File: config.mk
export PLATFORM = sky130hd
export DESIGN_NAME = ripple_count_sequencer
export DESIGN_NICKNAME = d
export VERILOG_FILES = /design/src/rtl/ripple_seq_pkg.sv /design/src/rtl/ripple_settle_timer.sv /design/src/rtl/ripple_count_sequencer.sv
export SDC_FILE = /design/constraint.sdc
export NUM_CORES = 1
export LEC_CHECK = 0
export ABC_AREA = 1
export CELL_PAD_IN_SITES_DETAIL_PLACEMENT = 1
export CELL_PAD_IN_SITES_GLOBAL_PLACEMENT = 1
export CORE_MARGIN = 4
export CORE_UTILIZATION = 38
export CTS_BUF_LIST = sky130_fd_sc_hd__clkbuf_16
export DETAILED_ROUTE_END_ITERATION = 10
export PLACE_DENSITY = 0.85
export RECOVER_POWER = 25
export SETUP_SLACK_MARGIN = 0.15
export SKIP_CTS_REPAIR_TIMING = 1
export SLEW_MARGIN = 30
export SYNTH_ARGS = -nofsm -noshare
export SYNTH_HDL_FRONTEND = slang
export SYNTH_SLANG_ARGS = --single-unit
File: constraint.sdc
create_clock -name clk -period 2.1 [get_ports clk]
set_clock_uncertainty 0.15 [all_clocks]
set_input_delay 0.315 -clock clk [delete_from_list [all_inputs] [get_ports clk]]
set_output_delay 0.315 -clock clk [all_outputs]
set_load 0.02 [all_outputs]
File: src/rtl/ripple_seq_pkg.sv
// Shared types for the ripple counter sequencer: FSM state encoding and
// settle counter width.
package ripple_seq_pkg;

  localparam int SETTLE_W = 4;

  typedef enum logic [2:0] {
    IDLE,
    CLEAR,
    PULSE,
    SETTLE,
    CHECK,
    DONE
  } state_t;

endpackage

File: src/rtl/ripple_settle_timer.sv
// Loadable down-counter that times the ripple settle window; expired is
// high once the loaded count has run down to zero.
module ripple_settle_timer
  import ripple_seq_pkg::*;
(
  input  logic                clk,
  input  logic                reset,
  input  logic                load,
  input  logic [SETTLE_W-1:0] value,
  output logic                expired
);

  logic [SETTLE_W-1:0] count;

  always_ff @(posedge clk or posedge reset) begin
    if (reset) begin
      count <= '0;
    end else if (load) begin
      count <= value;
    end else if (count != '0) begin
      count <= count - SETTLE_W'(1);
    end
  end

  assign expired = (count == '0);

endmodule

File: src/rtl/ripple_count_sequencer.sv
// Clock-domain front end for an external ripple up/down counter: pulses it,
// waits for the ripple to settle, samples it and stops at a target value.
// Optional feature: define RCS_CHECK_EN to cross-check samples against a
// synchronous shadow counter (err flag); undefined, err is tied low.
module ripple_count_sequencer
  import ripple_seq_pkg::*;
#(
  parameter int WIDTH         = 4,
  parameter int SETTLE_CYCLES = 2
) (
  input  logic             clk,
  input  logic             reset,
  input  logic             start,
  input  logic             stop,
  input  logic             dir_up,
  input  logic [WIDTH-1:0] target,
  output logic             cnt_clk,
  output logic             cnt_clr,
  output logic             cnt_dir,
  input  logic [WIDTH-1:0] cnt_q,
  output logic [WIDTH-1:0] count_out,
  output logic             busy,
  output logic             done,
  output logic             err
);

  // Loaded on the edge that enters SETTLE, so the window lasts SETTLE_CYCLES.
  localparam logic [SETTLE_W-1:0] SETTLE_LOAD = SETTLE_W'(SETTLE_CYCLES - 1);

  state_t           state;
  logic [WIDTH-1:0] target_q;
  logic             settle_load;
  logic             settle_expired;

  assign settle_load = (state == CLEAR) || (state == PULSE);

  ripple_settle_timer u_settle (
    .clk     (clk),
    .reset   (reset),
    .load    (settle_load),
    .value   (SETTLE_LOAD),
    .expired (settle_expired)
  );

`ifdef RCS_CHECK_EN
  logic [WIDTH-1:0] shadow;
  logic             mismatch;

  assign mismatch = (cnt_q != shadow);
`else
  assign err = 1'b0;
`endif

  // cnt_q is only sampled in CHECK, after the settle window, so the ripple
  // value is stable there and needs no synchroniser.
  always_ff @(posedge clk or posedge reset) begin
    if (reset) begin
      state     <= IDLE;
      target_q  <= '0;
      cnt_clk   <= 1'b0;
      cnt_clr   <= 1'b1;
      cnt_dir   <= 1'b1;
      count_out <= '0;
      busy      <= 1'b0;
      done      <= 1'b0;
`ifdef RCS_CHECK_EN
      err       <= 1'b0;
      shadow    <= '0;
`endif
    end else begin
      done <= 1'b0;
      case (state)
        IDLE: begin
          cnt_clr <= 1'b0;
          cnt_clk <= 1'b0;
          if (start) begin
            cnt_dir  <= dir_up;
            target_q <= target;
            busy     <= 1'b1;
            cnt_clr  <= 1'b1;
`ifdef RCS_CHECK_EN
            err      <= 1'b0;
`endif
            state    <= CLEAR;
          end
        end
        CLEAR: begin
          cnt_clr <= 1'b0;
`ifdef RCS_CHECK_EN
          shadow  <= '0;
`endif
          state   <= SETTLE;
        end
        PULSE: begin
          cnt_clk <= 1'b0;
`ifdef RCS_CHECK_EN
          shadow  <= cnt_dir ? shadow + WIDTH'(1) : shadow - WIDTH'(1);
`endif
          state   <= SETTLE;
        end
        SETTLE: begin
          if (settle_expired) begin
            state <= CHECK;
          end
        end
        CHECK: begin
          count_out <= cnt_q;
`ifdef RCS_CHECK_EN
          if (mismatch) begin
            err   <= 1'b1;
            done  <= 1'b1;
            state <= DONE;
          end else
`endif
          if ((cnt_q == target_q) || stop) begin
            done  <= 1'b1;
            state <= DONE;
          end else begin
            cnt_clk <= 1'b1;
            state   <= PULSE;
          end
        end
        DONE: begin
          busy  <= 1'b0;
          state <= IDLE;
        end
        default: begin
          state <= IDLE;
        end
      endcase
    end
  end

endmodule
==> run summary, run 1 <==
Clock Sinks = 20
fin crit share = 88.48%
total global routing overflow = 0
critical path arrival = 1.39 ns
core area = 0.002455 sq mm
row count = 18
Worst setup SP type = register
Syn Std Cell Area = 972.2 sq um
post-synthesis simple-gate area fraction = 22.52%
CTS tree = yes
VDD IR max = 0.7581 mV
pwr/cell area = 1510 mW/mm^2
RSZ-0062 raised after global routing = false
most frequent cell after synthesis = nand2_1
Synth area leaders = dfrtp_1 (46%), nand2_1 (11%), inv_1 (8.1%)
Starting Density = 39.60%
YS warnings = 0
layout cell share with drive strength beyond 1 = 9.155%
dominant cell type by area after synthesis = dfrtp_1
GRT Util Overall = 16.77%
RePlAce Congestion = 0.7586
Avg Synthesized Cell Area = 8.239 sq um
first-pass GRT wire length = 4.333 mm
clock-pin transition on the worst setup and hold timing paths = 0.06 ns
Root Buffer Master = clkbuf_16
final hold vios = 0
DRT antenna net count = 0
Worst-Margin Slew = 1.092 ns
total wire length = 2.448 mm
drt first pass iters = 4
Post-synth EDFFs = 0
largest family of logic cells by synthesized area = simple AND/OR/NAND/NOR gates
CP cell instances = clkdlybuf4s50_1
via count = 828
sequential area share after synthesis = 51.74%
asr flop ratio synth = 100.0%
Slew Viols, Final = 0
Setup TNS = 0 ns
vias in the first global route = 925
Clock Path Buffers = 2
die area = 0.003432 sq mm
wire per inst = 14.23 microns
Detail Placement HPWL = 1.752 mm
Yosys reg bits = 20
min Tclk post-route = 1.858 ns
CP delay by family, top = buffers and inverters
status = finished, final reports clean
final-layout fill cell count = 303
top-area cell type share of the netlist area = 46.33%
CTS Buf Count = 3
mux cell area share after synthesis = 1.544%
XOR/XNOR Fraction of Synth Area = 1.802%
Cells after Synth = 118
DRC = 0
chip height = 58.58 microns
Hold/Removal Path Class = reg -> reg
Synth top cells by count = nand2_1 (28), inv_1 (21), dfrtp_1 (18)
distinct cell type count after synthesis = 19
Chip Width = 58.58 microns
Max transition margin = 27.22%
post-synthesis adder-cell area fraction = 2.574%
worst-path fanout max = 2
Ports = 23
# nets final = 158
count of input and output buffers = 21
Fmax = 0.5382 GHz
largest net degree at the start of global routing = 21
ant diodes = 0
endpoints failing setup = 0
1st-iter DRT viols = 43
Clock Latency Late Sink = 0.26 ns
Max-Cap Viols = 0
top_reg_cell synth = dfrtp_1
slowest stage delay, CP = 0.60 ns
Synth Area in Compound Gates = 8.237%
initial antenna violation count = 0
Critical Path Slowest Stage Cell = clkdlybuf4s50_1
Vias/cell = 4.814
Synth-to-Final Area Change = 32.05%
Worst EP required = 1.63 ns
Pleak = 0.6642 nW
final cell utilization of the core = 52.29%
post-synth net total = 133
Worst setup EP type = output port
Buf/Inv on CP = 1
H-Tree Depth = 1
CP Class = reg -> out
## per-stage QoR
| step | std cells | power, W | hold WS (ns) | setup slack, ns | cell area, sq um |
|---|---|---|---|---|---|
| 2_1_floorplan | 118 | 0.001246 | 0.1273 | 0.8477 | 972.2 |
| 3_3_place_gp | 168 | 0.001486 | 0.3143 | 0.4758 | 1209 |
| 3_5_place_dp | 168 | 0.001545 | 0.3302 | 0.4218 | 1209 |
| 4_1_cts | 172 | 0.001967 | 0.3085 | 0.2302 | 1287 |
| 5_1_grt | 172 | 0.002103 | 0.3622 | 0.1815 | 1284 |
| 6_report | 172 | 0.001938 | 0.3387 | 0.2420 | 1284 |
## state kept, by name (all words and copies together) (netlist names)
| signal | flops |
|---|---|
| target_q | 4 |
| busy | 1 |
| cnt_clk | 1 |
| u_settle.count | 4 |
| cnt_clr | 1 |
| state | 3 |
| cnt_dir | 1 |
| count_out | 4 |
| done | 1 |
## placed cells by master (no fill, tap or decap)
| cell | synthesis | routed |
|---|---|---|
| clkinv_1 | 0 | 1 |
| nor3_1 | 5 | 5 |
| nand2_1 | 28 | 28 |
| nand2_2 | 2 | 2 |
| inv_1 | 21 | 21 |
| dfstp_2 | 2 | 2 |
| dfrtp_1 | 18 | 18 |
| xnor2_1 | 2 | 2 |
| dlygate4sd3_1 | 0 | 1 |
| mux2_4 | 1 | 1 |
| clkbuf_16 | 0 | 3 |
| conb_1 | 1 | 1 |
| nor2_4 | 2 | 2 |
| nand3_1 | 4 | 4 |
| o21ai_0 | 6 | 6 |
| inv_2 | 3 | 3 |
| o21ai_1 | 3 | 3 |
| ha_1 | 2 | 2 |
| clkdlybuf4s50_1 | 0 | 20 |
| a21oi_1 | 7 | 7 |
| clkbuf_1 | 0 | 1 |
| nor2_1 | 9 | 9 |
## cell type report
cell class / instances / area [sq um] / share of cell area, %
Inverter: 24 / 90.09 / 7.018
Clock buffer: 3 / 75.07 / 5.848
Clock inverter: 1 / 3.754 / 0.2924
Timing Repair Buffer: 22 / 214.0 / 16.67
Sequential cell: 20 / 503.0 / 39.18
Tap cell: 30 / 37.54 / 2.924
Multi-Input combinational cell: 72 / 360.3 / 28.07
## layer usage
layer | track usage, % | wire [microns] | vias to the layer above
met3 | 2.632 | 103 | 3
met4 | 6.796 | 40 | 0
met5 | 0 | 0 | -
li1 | - | - | 402
met2 | 31.90 | 1376 | 15
met1 | 18.31 | 926 | 408
## power breakdown
part / total, W / internal, W / switching (W) / leakage (nW)
Combinational: 0.000852 / 0.000358 / 0.000494 / 0.389
Sequential: 0.000687 / 0.000567 / 0.000120 / 0.237
Clock: 0.000400 / 0.000254 / 0.000146 / 0.0385
Total: 0.00194 / 0.00118 / 0.000760 / 0.664
## worst paths after layout
kind                            slack, ns                     start  depth (start not counted)                       end
worst min-delay path                 0.34  count_out[3]$_DFFE_PP0N_                          2  count_out[3]$_DFFE_PP0N_
max in group asynchronous            0.41                     reset                          3  count_out[3]$_DFFE_PP0N_
min in group asynchronous            0.74                     reset                          3  count_out[0]$_DFFE_PP0N_
worst max-delay path                 0.24       cnt_dir$_DFFE_PP1P_                          1                   cnt_dir
worst min register to register       0.34  count_out[3]$_DFFE_PP0N_                          2  count_out[3]$_DFFE_PP0N_
worst max register to register       0.59      state[0]$_DFFE_PP0P_                          5       cnt_dir$_DFFE_PP1P_
## cell families (layout without fill, tap and decap cells)
group,count (synthesis),in the layout
AO/OA/AOI/OAI,16,16
XOR/XNOR,2,2
adder cells (fa/ha/maj),2,2
buffers and inverters,26,50
flip-flops,20,20
multiplexers,1,1
other,1,1
AND/OR/NAND/NOR,50,50
Power figures use the tool's default switching activity.
==> run 2, diff against run 1 <==
Settings changed: PLACE_DENSITY 0.85 to unset, PLACE_DENSITY_LB_ADDON set to 0.15.
==> run summary, run 2 (synthesis results as in run 1) <==
die area = 0.003432 sq mm (unchanged)
status = finished, final reports clean
CTS tree = yes
RePlAce Congestion = 0.7508 (-1.0%)
via count = 814 (-1.7%)
vias in the first global route = 847 (-8.4%)
chip height = 58.58 microns (unchanged)
fin cells = 172 (unchanged)
min Tclk post-route = 1.860 ns (+0.002394 ns)
Inst Count DP = 168 (unchanged)
Min Hold Slack = 0.3401 ns (+0.001388 ns)
Clock Sinks = 20 (unchanged)
Ports = 23 (unchanged)
reg2reg setup slack = 0.56 ns (-0.03 ns)
DRC = 0 (unchanged)
total wire length = 2.294 mm (-6.3%)
Critical Path Slowest Stage Cell = clkdlybuf4s50_1
Worst R2R Path Depth = 5 (unchanged)
Worst setup SP type = register
final hold vios = 0 (unchanged)
WHS Path Cells = 2 (unchanged)
row count = 18 (unchanged)
total global routing overflow = 0 (unchanged)
Setup TNS = 0 ns (unchanged)
wire per inst = 13.34 microns (-6.3%)
endpoints failing setup = 0 (unchanged)
Root Buffer Master = clkbuf_16
WL met2 = 1.242 mm (-9.7%)
clock-pin transition on the worst setup and hold timing paths = 0.06 ns (about the same)
Vias/cell = 4.733 (-1.7%)
Highest Signal Layer = met4
CTS Buf Count = 3 (unchanged)
largest registers = count_out (4), target_q (4), u_settle.count (4)
commonest non-fill, non-tap cells in the layout = nand2_1 (28), inv_1 (21), clkdlybuf4s50_1 (20)
CP cell instances = clkdlybuf4s50_1
FF-to-FF End = cnt_dir$_DFFE_PP1P_
core area = 0.002455 sq mm (unchanged)
fin crit share = 88.59% (+0.11 points)
CP Class = reg -> out
1st-iter DRT viols = 19 (-56%)
layout cell share with drive strength beyond 1 = 9.859% (+0.70 points)
commonest non-fill, non-tap cell in the layout = nand2_1
Worst setup startpoint = cnt_clr$_DFFE_PP1P_
Synth-to-Final Area Change = 34.75%
hold endpoint = count_out[3]$_DFFE_PP0N_
pwr/cell area = 1582 mW/mm^2 (+4.8%)
Detail Placement HPWL = 1.741 mm (-0.61%)
DRT antenna net count = 0 (unchanged)
final-layout fill cell count = 292 (-3.6%)
# nets final = 158 (unchanged)
largest net degree at the start of global routing = 21 (unchanged)
Clock Latency Late Sink = 0.25 ns (about the same)
CP delay by family, top = buffers and inverters
Max transition margin = 27.11% (-0.11 points)
H-Tree Depth = 1 (unchanged)
critical path arrival = 1.40 ns (about the same)
Clock Path Buffers = 2 (unchanged)
VDD IR max = 0.9569 mV (+26%)
Hold/Removal Path Class = reg -> reg
hold path start = count_out[3]$_DFFE_PP0N_
WL met1 = 942 microns (+1.7%)
Buf/Inv on CP = 1 (unchanged)
Starting Density = 39.60% (unchanged)
initial antenna violation count = 0 (unchanged)
worst-path fanout max = 2 (unchanged)
slowest stage delay, CP = 0.60 ns (about the same)
final cell utilization of the core = 53.36% (+1.1 points)
Worst-Margin Slew = 1.093 ns (+0.001603 ns)
Pleak = 0.6767 nW (+1.9%)
Slew Viols, Final = 0 (unchanged)
met3 WL = 95 microns (-7.8%)
GRT Util Overall = 15.21% (-1.6 points)
Fmax = 0.5375 GHz (-0.13%)
RSZ-0062 raised after global routing = false
drt first pass iters = 3 (-1)
count of input and output buffers = 21 (unchanged)
reg2reg start = state[0]$_DFFE_PP0P_
overall power = 0.002072 W (+6.9%)
first-pass GRT wire length = 3.891 mm (-10%)
Max-Cap Viols = 0 (unchanged)
Worst EP required = 1.63 ns (about the same)
ant diodes = 0 (unchanged)
Worst setup EP type = output port
Chip Width = 58.58 microns (unchanged)
==> run 2: changes by cell type in the layout (fill, tap and decap cells not counted) <==
| cell | previous run | this run |
|---|---|---|
| bufinv_16 | 0 | 1 |
| clkinv_1 | 1 | 0 |
==> run 2: layout make-up <==
type,count,area [sq um],area share [%]
clock buffers,3,75.07,5.731
inverters,24,90.09,6.877
clock inverters,1,30.03,2.292
repair buffers,22,214.0,16.33
flip-flops and latches,20,503.0,38.40
multi-input cells,72,360.3,27.51
well taps,30,37.54,2.865
==> run 2: worst max-delay path by stage <==
stage	cells past startpoint	slack, ns	endpoint
6_report	1	0.24	cnt_clr
2_1_floorplan	5	0.85	cnt_dir$_DFFE_PP1P_
3_3_place_gp	11	0.47	state[0]$_DFFE_PP0P_
3_5_place_dp	11	0.40	state[0]$_DFFE_PP0P_
5_1_grt	3	0.21	target_q[2]$_DFFE_PP0P_
4_1_cts	1	0.24	cnt_clr
==> run 2: per-stage QoR <==
stage                     cell area (sq um)  setup WS (ns)
after CTS                              1314         0.2362
after detailed placement               1209         0.3986
after floorplan                       972.2         0.8477
after global routing                   1310         0.2095
after global placement                 1209         0.4654
final                                  1310         0.2396
==> run 2: layer usage <==
| layer | vias up | track usage, % |
|---|---|---|
| met5 | - | 0 |
| met2 | 12 | 28.71 |
| met4 | 0 | 2.913 |
| li1 | 407 | - |
| met3 | 2 | 3.509 |
| met1 | 393 | 17.48 |
==> run 2: power by group <==
group          internal, W  total [W]  switching [W]
clock             0.000378   0.000528       0.000150
sequential        0.000567   0.000685       0.000119
combinational     0.000359   0.000859       0.000500
